## config.mk

```make
export PLATFORM = sky130hd
export DESIGN_NAME = vram_arbiter
export DESIGN_NICKNAME = d
export VERILOG_FILES = /design/src/rtl/vram_arbiter.sv
export SDC_FILE = /design/constraint.sdc
export NUM_CORES = 1
export LEC_CHECK = 0
export CORE_MARGIN = 2
export CORE_UTILIZATION = 56
export CTS_CLUSTER_SIZE = 28
export DETAILED_ROUTE_END_ITERATION = 16
export PLACE_DENSITY = 0.85
export SLEW_MARGIN = 10
export SYNTH_ARGS = -nofsm -noshare
export SYNTH_HDL_FRONTEND = slang
export SYNTH_SLANG_ARGS = --single-unit
```

## constraint.sdc

```tcl
create_clock -name clk -period 3.8 [get_ports clk]
set_input_delay 0.38 -clock clk [delete_from_list [all_inputs] [get_ports clk]]
set_output_delay 0.38 -clock clk [all_outputs]
set_load 0.01 [all_outputs]
```

## src/rtl/vram_arbiter.sv

```systemverilog
// vram_arbiter: shares the single-port VRAM between the CPU and the renderer, posting CPU writes during DRAW
module vram_arbiter #(
    parameter int ADDR_W   = 13,
    parameter int DATA_W   = 8,
    parameter int WQ_DEPTH = 4
) (
    input  logic                        clk,
    input  logic                        rst,
    input  logic                        lcd_ena,
    input  logic [1:0]                  phase,
    input  logic                        cpu_req,
    input  logic                        cpu_we,
    input  logic [ADDR_W-1:0]           cpu_addr,
    input  logic [DATA_W-1:0]           cpu_wdata,
    output logic                        cpu_ack,
    output logic [DATA_W-1:0]           cpu_rdata,
    input  logic [ADDR_W-1:0]           ren_addr,
    output logic [ADDR_W-1:0]           mem_addr,
    output logic                        mem_we,
    output logic [DATA_W-1:0]           mem_wdata,
    input  logic [DATA_W-1:0]           mem_rdata,
    output logic [$clog2(WQ_DEPTH):0]   wq_count,
    output logic                        wq_full
);
    localparam int PW = $clog2(WQ_DEPTH);
    typedef enum logic [1:0] {S_CPU, S_DRAIN, S_REN} state_t;
    state_t                 own;
    logic                   ren_own, accept, push, pop;
    logic [ADDR_W-1:0]      q_addr [WQ_DEPTH];
    logic [DATA_W-1:0]      q_data [WQ_DEPTH];
    logic [PW-1:0]          wr_ptr, rd_ptr;
    // Ownership is decided combinationally so the renderer takes the port in the very cycle DRAW starts
    assign ren_own = lcd_ena && phase == 2'd3;
    assign own     = ren_own ? S_REN : (wq_count != '0) ? S_DRAIN : S_CPU;
    assign wq_full = wq_count == (PW+1)'(WQ_DEPTH);
    assign accept  = !rst && cpu_req && !cpu_ack && (own == S_CPU || (cpu_we ? !wq_full : own == S_REN));
    assign push    = accept && cpu_we && own != S_CPU;
    assign pop     = !rst && own == S_DRAIN;
    always_comb begin
        mem_addr  = (!rst && own == S_REN) ? ren_addr : pop ? q_addr[rd_ptr] : cpu_addr;
        mem_we    = pop || (accept && cpu_we && own == S_CPU);
        mem_wdata = pop ? q_data[rd_ptr] : cpu_wdata;
    end
    always_ff @(posedge clk) begin
        if (rst) begin
            cpu_ack   <= 1'b0;
            cpu_rdata <= '1;
            wq_count  <= '0;
            wr_ptr    <= '0;
            rd_ptr    <= '0;
        end else begin
            cpu_ack <= accept;
            if (accept && !cpu_we)
                cpu_rdata <= (own == S_REN) ? '1 : mem_rdata;
            if (push)
                wr_ptr <= wr_ptr + 1'b1;
            if (pop)
                rd_ptr <= rd_ptr + 1'b1;
            wq_count <= wq_count + (PW+1)'(push) - (PW+1)'(pop);
        end
    end
    always_ff @(posedge clk) begin
        if (push) begin
            q_addr[wr_ptr] <= cpu_addr;
            q_data[wr_ptr] <= cpu_wdata;
        end
    end
endmodule
```

* Yosys cells after proc, flatten, opt, wreduce, memory -nomap -nowiden
Memory sizes are Yosys's and may differ from the RTL's. A register that Yosys moved wholly into a read port is not among the register bits. Index checks and enable logic that the tools add are counted.
Cells by class: $add $sub $neg 4, equal/unequal tests 4, multiplexer cells 13, reductions and logical operators 19
Operators with widths (number):
- two-way mux 13 bit | 2
- two-way mux 8 bit | 2
- logical AND 1 bit | 10
- two-way mux 2 bit | 5
- adder 2 x 1 -> 2 bit, second input constant | 2
- == test 2 bit, second input constant | 2
- zero test 1 bit | 4
- two-way mux 1 bit | 4
- adder 3 x 1 -> 3 bit | 1
- == test 3 bit, second input constant | 1
- nonzero test 3 bit | 1
- subtractor 3 x 1 -> 3 bit | 1
- == test 2 x 1 -> 1 bit, second input constant | 1
- zero test 2 bit | 1
- logical OR 1 bit | 2
- nonzero test 2 bit | 1
Word-level totals: flip-flop bits (word level) 16, RAM bits 84, input bits 49, output and inout bits 35, logic and storage cells 47, memories 2
Memories:
- q_addr | words 4, width 13, read ports 1, clocked after memory_dff 1, write ports 1, RTL line 29 | logic [ADDR_W-1:0] q_addr [WQ_DEPTH];
- q_data | words 4, width 8, read ports 1, clocked after memory_dff 1, write ports 1, RTL line 30 | logic [DATA_W-1:0] q_data [WQ_DEPTH];

* Logic depth before layout (Yosys ltp)
depth in word-level cells 11, depth in mapped cells 9

* Worst setup path after synthesis
Ideal clock, no wire load.
kind flip-flop to flip-flop, from register wq_count[1], to register wq_count[2], library setup time 0.128 ns, arrival time 1.990 ns, setup slack 1.682 ns, stages on the path, launching flop included 9, buffers on the path 0, clock period less this slack 2.118 ns, path through dfxtp_1 > nor3_1 > nor3_4 > ha_1 > inv_1 > ha_1 > fa_1 > xnor2_1 > nor2_1
On the way: cells in the longest elaborated chain, start to end 11, elaborated cells on any way between the ends 17, those cells by class 2 x add/sub; 3 x eq/ne; 3 x mux; 9 x reduce/logical
Ends and longest elaborated chain:
- start, declared | RTL line 22 | output logic [$clog2(WQ_DEPTH):0] wq_count,
- start signal, assigned | RTL line 59 | wq_count <= wq_count + (PW+1)'(push) - (PW+1)'(pop);
- nonzero test 3 bit | RTL line 34 | assign own = ren_own ? S_REN : (wq_count != '0) ? S_DRAIN : S_CPU;
- two-way mux 1 bit | RTL line 34
- two-way mux 2 bit | RTL line 34
- == test 2 bit | RTL line 36 | assign accept = !rst && cpu_req && !cpu_ack && (own == S_CPU || (cpu_we ? !wq_full : own == S_REN));
- two-way mux 1 bit | RTL line 36
- logical OR 1 bit | RTL line 36
- logical AND 1 bit | RTL line 36
- logical AND 1 bit (2 in series) | RTL line 37 | assign push = accept && cpu_we && own != S_CPU;
- adder 3 x 1 -> 3 bit | RTL line 59
- subtractor 3 x 1 -> 3 bit * | RTL line 59
Mark *: on every way between the ends. The rest lies on a longest branch, timed or not. A chain may end at the register's enable or synchronous reset.

* Worst setup path after layout
from input port phase[0], to output port mem_wdata[6]
On the way: cells in the longest elaborated chain, start to end 6
Ends and longest elaborated chain:
- start, declared | RTL line 10 | input logic [1:0] phase,
- == test 2 bit | RTL line 33 | assign ren_own = lcd_ena && phase == 2'd3;
- logical AND 1 bit | RTL line 33
- two-way mux 2 bit | RTL line 34
- == test 2 x 1 -> 1 bit | RTL line 38 | assign pop = !rst && own == S_DRAIN;
- logical AND 1 bit | RTL line 38
- two-way mux 8 bit | RTL line 42 | mem_wdata = pop ? q_data[rd_ptr] : cpu_wdata;
- end, declared | RTL line 20 | output logic [DATA_W-1:0] mem_wdata,
No other way between the ends.

==> reports/qor.yml <==
ctsResizeCount: 0
reg2reg_to: "wq_count[2]"
syn_to_final_growth_pct: 24.8
r2r-start: "wq_count[1]"
drv_slew: 0
switchingPower_mw: 0.989
cp.required_ns: 3.42
dp_hpwl_um: 6180
cp_top_family: "buffers and inverters"
synth-main-ff-cell: "edfxtp_1"
syn_nets: 320
nets: 406
grt_antenna_before_repair: 0
tritoncts: "yes"
final_common_cell: "edfxtp_1"
track_usage: 0.230
r2r_setup_slack_ns: 1.47
grt.busiest_layer: "met2"
min-delay-start: "cpu_rdata[1]"
clock-root-buffer: "clkbuf_8"
syn-cell-area_um2: 4430
path_cells: "clkdlybuf4s50_1, and3_1, nor3_4, mux2_2, clkdlybuf4s50_1"
start_util: 0.576
drt-vias-per-instance: 5.99
power.leakage_nw: 1.81
yosysSeqAreaShare: 0.651
drtAntennaViolNets: 0
clkPwrFrac: 0.206
place.gp.congestion: 0.743
die_w_um: 92.9
grt_max_degree: 24
pwr_density_cell_nw_per_um2: 568
vias: 2739
synth_edf_count: 84
grt_setup_unrepaired: "false"
hold_class: "register to register"
cpMaxStageDelayCell: "clkdlybuf4s50_1"
fmax_ghz: 0.299
worst_pin_slew_ns: 0.923
arrival_ns: 2.97
p_int_mw: 2.15
syn_area_per_cell_um2: 16.8
drtIter0Drc: 152
rows: 32
swShare: 0.315
post_dp_cell_area_um2: 5340
synthDistinctLibCells: 40
wl_per_cell_um: 20.3
die_height_um: 92.9
diodes: 0
startpoint_type: "input port"
ff2ff_path_depth: 8
overflow: 0
fin_worst_skew_ns: 0.00905
layout-drive-gt1-share: 0.175
hold_viol_final: 0
peakVddDrop_v: 0.000374
power_frac_comb: 0.366
endpoint_kind: "primary output"
setup_tns_ns: 0
timing.hold.ws_ns: 0.519
clockBufferDepth: 2
p_seq_frac: 0.427
ios: 84
wirelength_um: 9270
min_to: "cpu_rdata[1]"
period_minus_slack_ns: 3.35
synth_warnings: 0
crit_path_max_fanout: 16
grt.met3_usage: 0.0488
grt_util_met1: 0.301
drt_first_pass_iters: 4
status: "complete, no violations"
most-common-layout-cells: "edfxtp_1 (84), clkdlybuf4s50_1 (83), mux4_2 (21)"
post_cts_buffers: 0
slew_headroom: 0.385
clk_pin_slew_ns: 0.09
setup_viol: 0
worst-path-buf-inv: 2
ys_async_sr_fraction: 0
cts_buffers: 9
clkLatencyLatePin_ns: 0.36
holdBufCountCts: 0
core_um2: 7690
syn_inst: 264
min_period_over_period: 0.882
postLayoutCellArea_um2: 5530
crit_type: "input port to primary output"
cp_slowest_stage_delay_ns: 0.66
grt_pass1_wl_um: 14800
cts_sinks: 102
dieArea_um2: 8630
cpMostUsedCell: "clkdlybuf4s50_1"
grt_pass1_vias: 2893
synth-seq-cells: 102
hold_depth: 2
portBuffers: 83
post-route-drc-count: 0
drv_cap: 0
met2_usage: 0.372
cts.htree.levels: 3
==> worst register-to-register path, delay by kind of cell (launching register included) <==
| kind | cells | cell delay [ns] |
|---|---|---|
| xor+xnor | 1 | 0.17 |
| simple gates | 3 | 0.72 |
| buf+inv | 1 | 0.04 |
| flops | 1 | 0.40 |
| fa+ha+maj | 3 | 0.88 |
==> layout make-up <==
cell class	count	area, um2
Timing Repair Buffer	93	906
Tap cell	102	128
Sequential cell	102	2880
Fill cell	507	2160
Clock inverter	7	63.8
Inverter	6	22.5
Clock buffer	9	124
Multi-Input combinational cell	138	1400
==> power by group through the flow <==
| stage | sequential (mW) | combinational, mW | clock [mW] |
|---|---|---|---|
| finish | 1.34 | 1.15 | 0.648 |
| global route | 1.35 | 1.24 | 0.702 |
| CTS | 1.34 | 1.16 | 0.658 |
| detailed placement | 1.37 | 1.15 | 0 |
| global placement | 1.37 | 1.13 | 0 |
| floorplan | 1.35 | 0.764 | 0 |
==> per-stage QoR <==
step | setup slack (ns) | power [mW] | instances | util
6_report | 0.450 | 3.14 | 457 | 0.719
5_1_grt | 0.333 | 3.30 | 457 | 0.719
4_1_cts | 0.464 | 3.16 | 457 | 0.719
3_5_place_dp | 0.490 | 2.52 | 441 | 0.694
3_3_place_gp | 0.606 | 2.49 | 441 | 0.694
2_1_floorplan | 1.68 | 2.12 | 264 | -
==> per-layer routing <==
| metal | vias to the layer above | wire length (um) |
|---|---|---|
| met5 | - | 0 |
| li1 | 1243 | - |
| met3 | 13 | 634 |
| met2 | 115 | 4680 |
| met1 | 1368 | 3800 |
| met4 | 0 | 160 |
==> state kept, by name (all words and copies together) (netlist names), named ones only <==
register,cells
rd_ptr,2
q_addr,52
wr_ptr,2
cpu_ack,1
wq_count,3
q_data,32
cpu_rdata,8
==> worst max path at each step <==
stage,cells past startpoint,endpoint,slack (ns),start
floorplan,8,wq_count[2],1.68,wq_count[1]
global placement,5,mem_wdata[5],0.61,phase[0]
detailed placement,5,mem_wdata[6],0.49,phase[0]
CTS,5,mem_wdata[6],0.46,phase[0]
global route,5,mem_wdata[6],0.33,phase[0]
finish,5,mem_wdata[6],0.45,phase[0]
==> cell families (layout without fill, tap and decap cells) <==
group,Yosys count,after routing,synth area share
xor+xnor,2,2,0.00396
mux,36,36,0.144
simple gates,53,53,0.0817
compound gates,40,40,0.0656
flops,102,102,0.651
buf+inv,24,115,0.0328
fa+ha+maj,7,7,0.0215
==> synthesized netlist by cell type, types with 2 or more instances <==
cell       instances  share of area
or3_1              2         0.0028
a21oi_1            6         0.0068
o2bb2ai_1         13          0.026
a21o_1             2         0.0034
and2_1             4         0.0057
nor2_1            12          0.010
mux2i_1            5          0.011
o21ai_0            2         0.0023
a31oi_1           13          0.018
buf_4              3         0.0051
ha_1               6          0.017
inv_1              5         0.0042
nor2b_1            3         0.0042
mux4_2            21           0.11
buf_6              4          0.010
edfxtp_1          84           0.57
nor4_1             4         0.0057
nor3_1             5         0.0057
xnor2_1            2         0.0040
clkbuf_1           7         0.0059
dfxtp_1           18          0.081
mux2_2            10          0.025
buf_2              3         0.0034
and4bb_2           2         0.0057
and4_1            13          0.026
Power figures use the tool's default switching activity.
==> patch, RTL diff (same flow settings) <==
Set the parameter `WQ_DEPTH` to 16 (it was 4).
--- a/src/rtl/vram_arbiter.sv
+++ b/src/rtl/vram_arbiter.sv
@@ -4,3 +4,3 @@
     parameter int DATA_W   = 8,
-    parameter int WQ_DEPTH = 4
+    parameter int WQ_DEPTH = 16
 ) (
Ports: changed (resized wq_count); port bits go from 84 to 86. The function was not compared with the original's and may differ.
==> patch against the unedited design <==
Global-route usage grew 1.2 points; area after synthesis grew to 3.3 times the old value; routed wire length grew to 3.4 times the old value; sequential cell count grew 260; total power grew to 3.1 times the old value; sequential power grew to 3.4 times the old value; critical path depth grew 3; final area grew to 3.1 times the old value; die area grew to 3.1 times the old value; combinational power grew 73%; setup slack lost 120 ps; critical path type is now reg -> out; critical endpoint is now mem_wdata[0].
==> patch: results (changes against the unedited design) <==
- Routed WL: 31,460 um (+240%)
- DP Cell Count: 1,129 (+160%)
- Seq/Total Area, Yosys: 0.7365 (+0.08546)
- Hold Startpoint: rd_ptr[3]
- Clk Latency, worst-skew pair: 510 ps (+150 ps)
- Fillers: 1,584 (+210%)
- Ys Warns: 0 (unchanged)
- Synth Area in Compound Gates: 0.02710 (-0.03846)
- Final #Nets: 898 (+120%)
- Crit-path max cell delay: 610 ps (-50 ps)
- Layout cells sized above 1: 0.2442 (+0.06951)
- Max clock buf depth: 3 (+1)
- H-tree Lvls: 2 (-1)
- Arrival time worst endpoint: 3090 ps (+120 ps)
- Status: finished, final reports clean
- Switching power: 2.434 mW (+150%)
- Tmin final: 3468 ps (+117.7 ps)
- GRT Total Usage: 0.2419 (+0.01210)
- Root Driver: clkbuf_16
- Syn Nets: 779 (+140%)
- Crit path max fanout: 8 (-8)
- Clock skew: 7.939 ps (-1.114 ps)
- Dpl hpwl: 17,750 um (+190%)
- WHS: 519.2 ps (-0.08900 ps)
- Routed WL per cell: 26.53 um (+31%)
- DR pass1 iterations: 5 (+1)
- Post-synth EDFFs: 336 (+300%)
- RePlAce Congestion: 0.7267 (-2.2%)
- Num CTS Buffers: 36 (+27)
- Mux cell area share after synthesis: 0.1721 (+0.02851)
- Synth async-reset ratio: 0 (unchanged)
- Vias in the first global route: 7,738 (+170%)
- Max IR drop VDD: 0.0003948 V (+5.7%)
- Dpl ws: 477.3 ps (-12.99 ps)
- Worst Max-Slew Pin Slew: 801.3 ps (-121.9 ps)
- Clock-pin slew on the worst setup and hold paths: 60 ps (-30 ps)
- First-pass GRT wire length: 46,950 um (+220%)
- Iter 0 DRT Violations: 732 (+380%)
- Cell area after placement: 15,810 um2 (+200%)
- Post-Synth Adder-Cell Area: 0.01094 (-0.01053)
- Crit path max-delay family: simple AND/OR/NAND/NOR gates
- Post-synthesis xor/xnor area fraction: 0.004256 (+0.0002998)
- Worst reg-to-reg path cell count: 14 (+6)
- Synth unique cells: 42 (+5.0%)
- Lkg Pwr: 5.331 nW (+190%)
- Most instantiated cells after synthesis: 336 x edfxtp_1, 84 x mux4_2, 44 x mux2i_1, 33 x nor2_1, 26 x dfxtp_1
- Largest registers: q_addr x208, q_data x128, cpu_rdata x8
- Synth area leaders: edfxtp_1 70%, mux4_2 13%, dfxtp_1 3.6%
- PortBufs: 85 (+2.4%)
- Setup slack, reg-to-reg: 850 ps (-620 ps)
- Worst r2r src: wq_count[2]
- Vias per std cell: 6.229 (+3.9%)
- Synth Flop Type: edfxtp_1
- R2R Path End: wq_count[4]
- Slowest-stage cell, CP: clkdlybuf4s50_1
- Largest net degree at the start of global routing: 45 (+88%)
- Syn Inst Count: 718 (+170%)
-- patch: changes by cell type in the layout (fill, tap and decap cells not counted), moves of 19 or more --
cell       change
mux4_2        +63
nand2_1       +23
buf_4         +19
clkbuf_16     +37
edfxtp_1     +252
mux2i_1       +39
-- patch: worst max-delay path by stage --
stage                start      endpoint  depth (start not counted)
6_report       wq_count[2]  mem_wdata[0]                          8
3_5_place_dp      phase[0]  mem_wdata[6]                          7
3_3_place_gp      phase[0]  mem_wdata[1]                          7
2_1_floorplan  wq_count[2]  q_addr[0][0]                          7
4_1_cts        wq_count[2]   mem_addr[2]                          7
5_1_grt        wq_count[2]   mem_addr[2]                          7
-- patch: repair_timing --
action | in CTS | in global routing
endpoints found under the setup margin | 0 | 8
resized for setup | 0 | 1
hold endpoints to repair | 0 | 0
-- patch: power groups by stage --
stage / clock network, mW / logic [mW] / registers [mW]
after global routing: 3.47 / 2.14 / 4.58
after CTS: 3.31 / 2.01 / 4.57
after floorplan: 0 / 1.36 / 4.57
after detailed placement: 0 / 1.97 / 4.65
final: 3.27 / 1.99 / 4.56
after global placement: 0 / 1.94 / 4.64
-- patch: metal layers --
layer	share of wire	global-route usage	routed length [um]	vias up
li1	-	-	-	3151
met1	0.38	0.3142	12050	3771
met3	0.082	0.05952	2575	61
met2	0.51	0.4028	15950	405
met4	0.028	0.08735	883	0
met5	0	0	0	-
-- patch: cell type report --
| class | count | area [um2] | share of cell area |
|---|---|---|---|
| clock buffers | 44 | 952.2 | 0.05640 |
| clock inverters | 13 | 115.1 | 0.006818 |
| inverters | 12 | 45.04 | 0.002668 |
| multi-input cells | 307 | 3588 | 0.2126 |
| flip-flops and latches | 362 | 10620 | 0.6291 |
| well taps | 330 | 412.9 | 0.02446 |
| repair buffers | 118 | 1149 | 0.06804 |
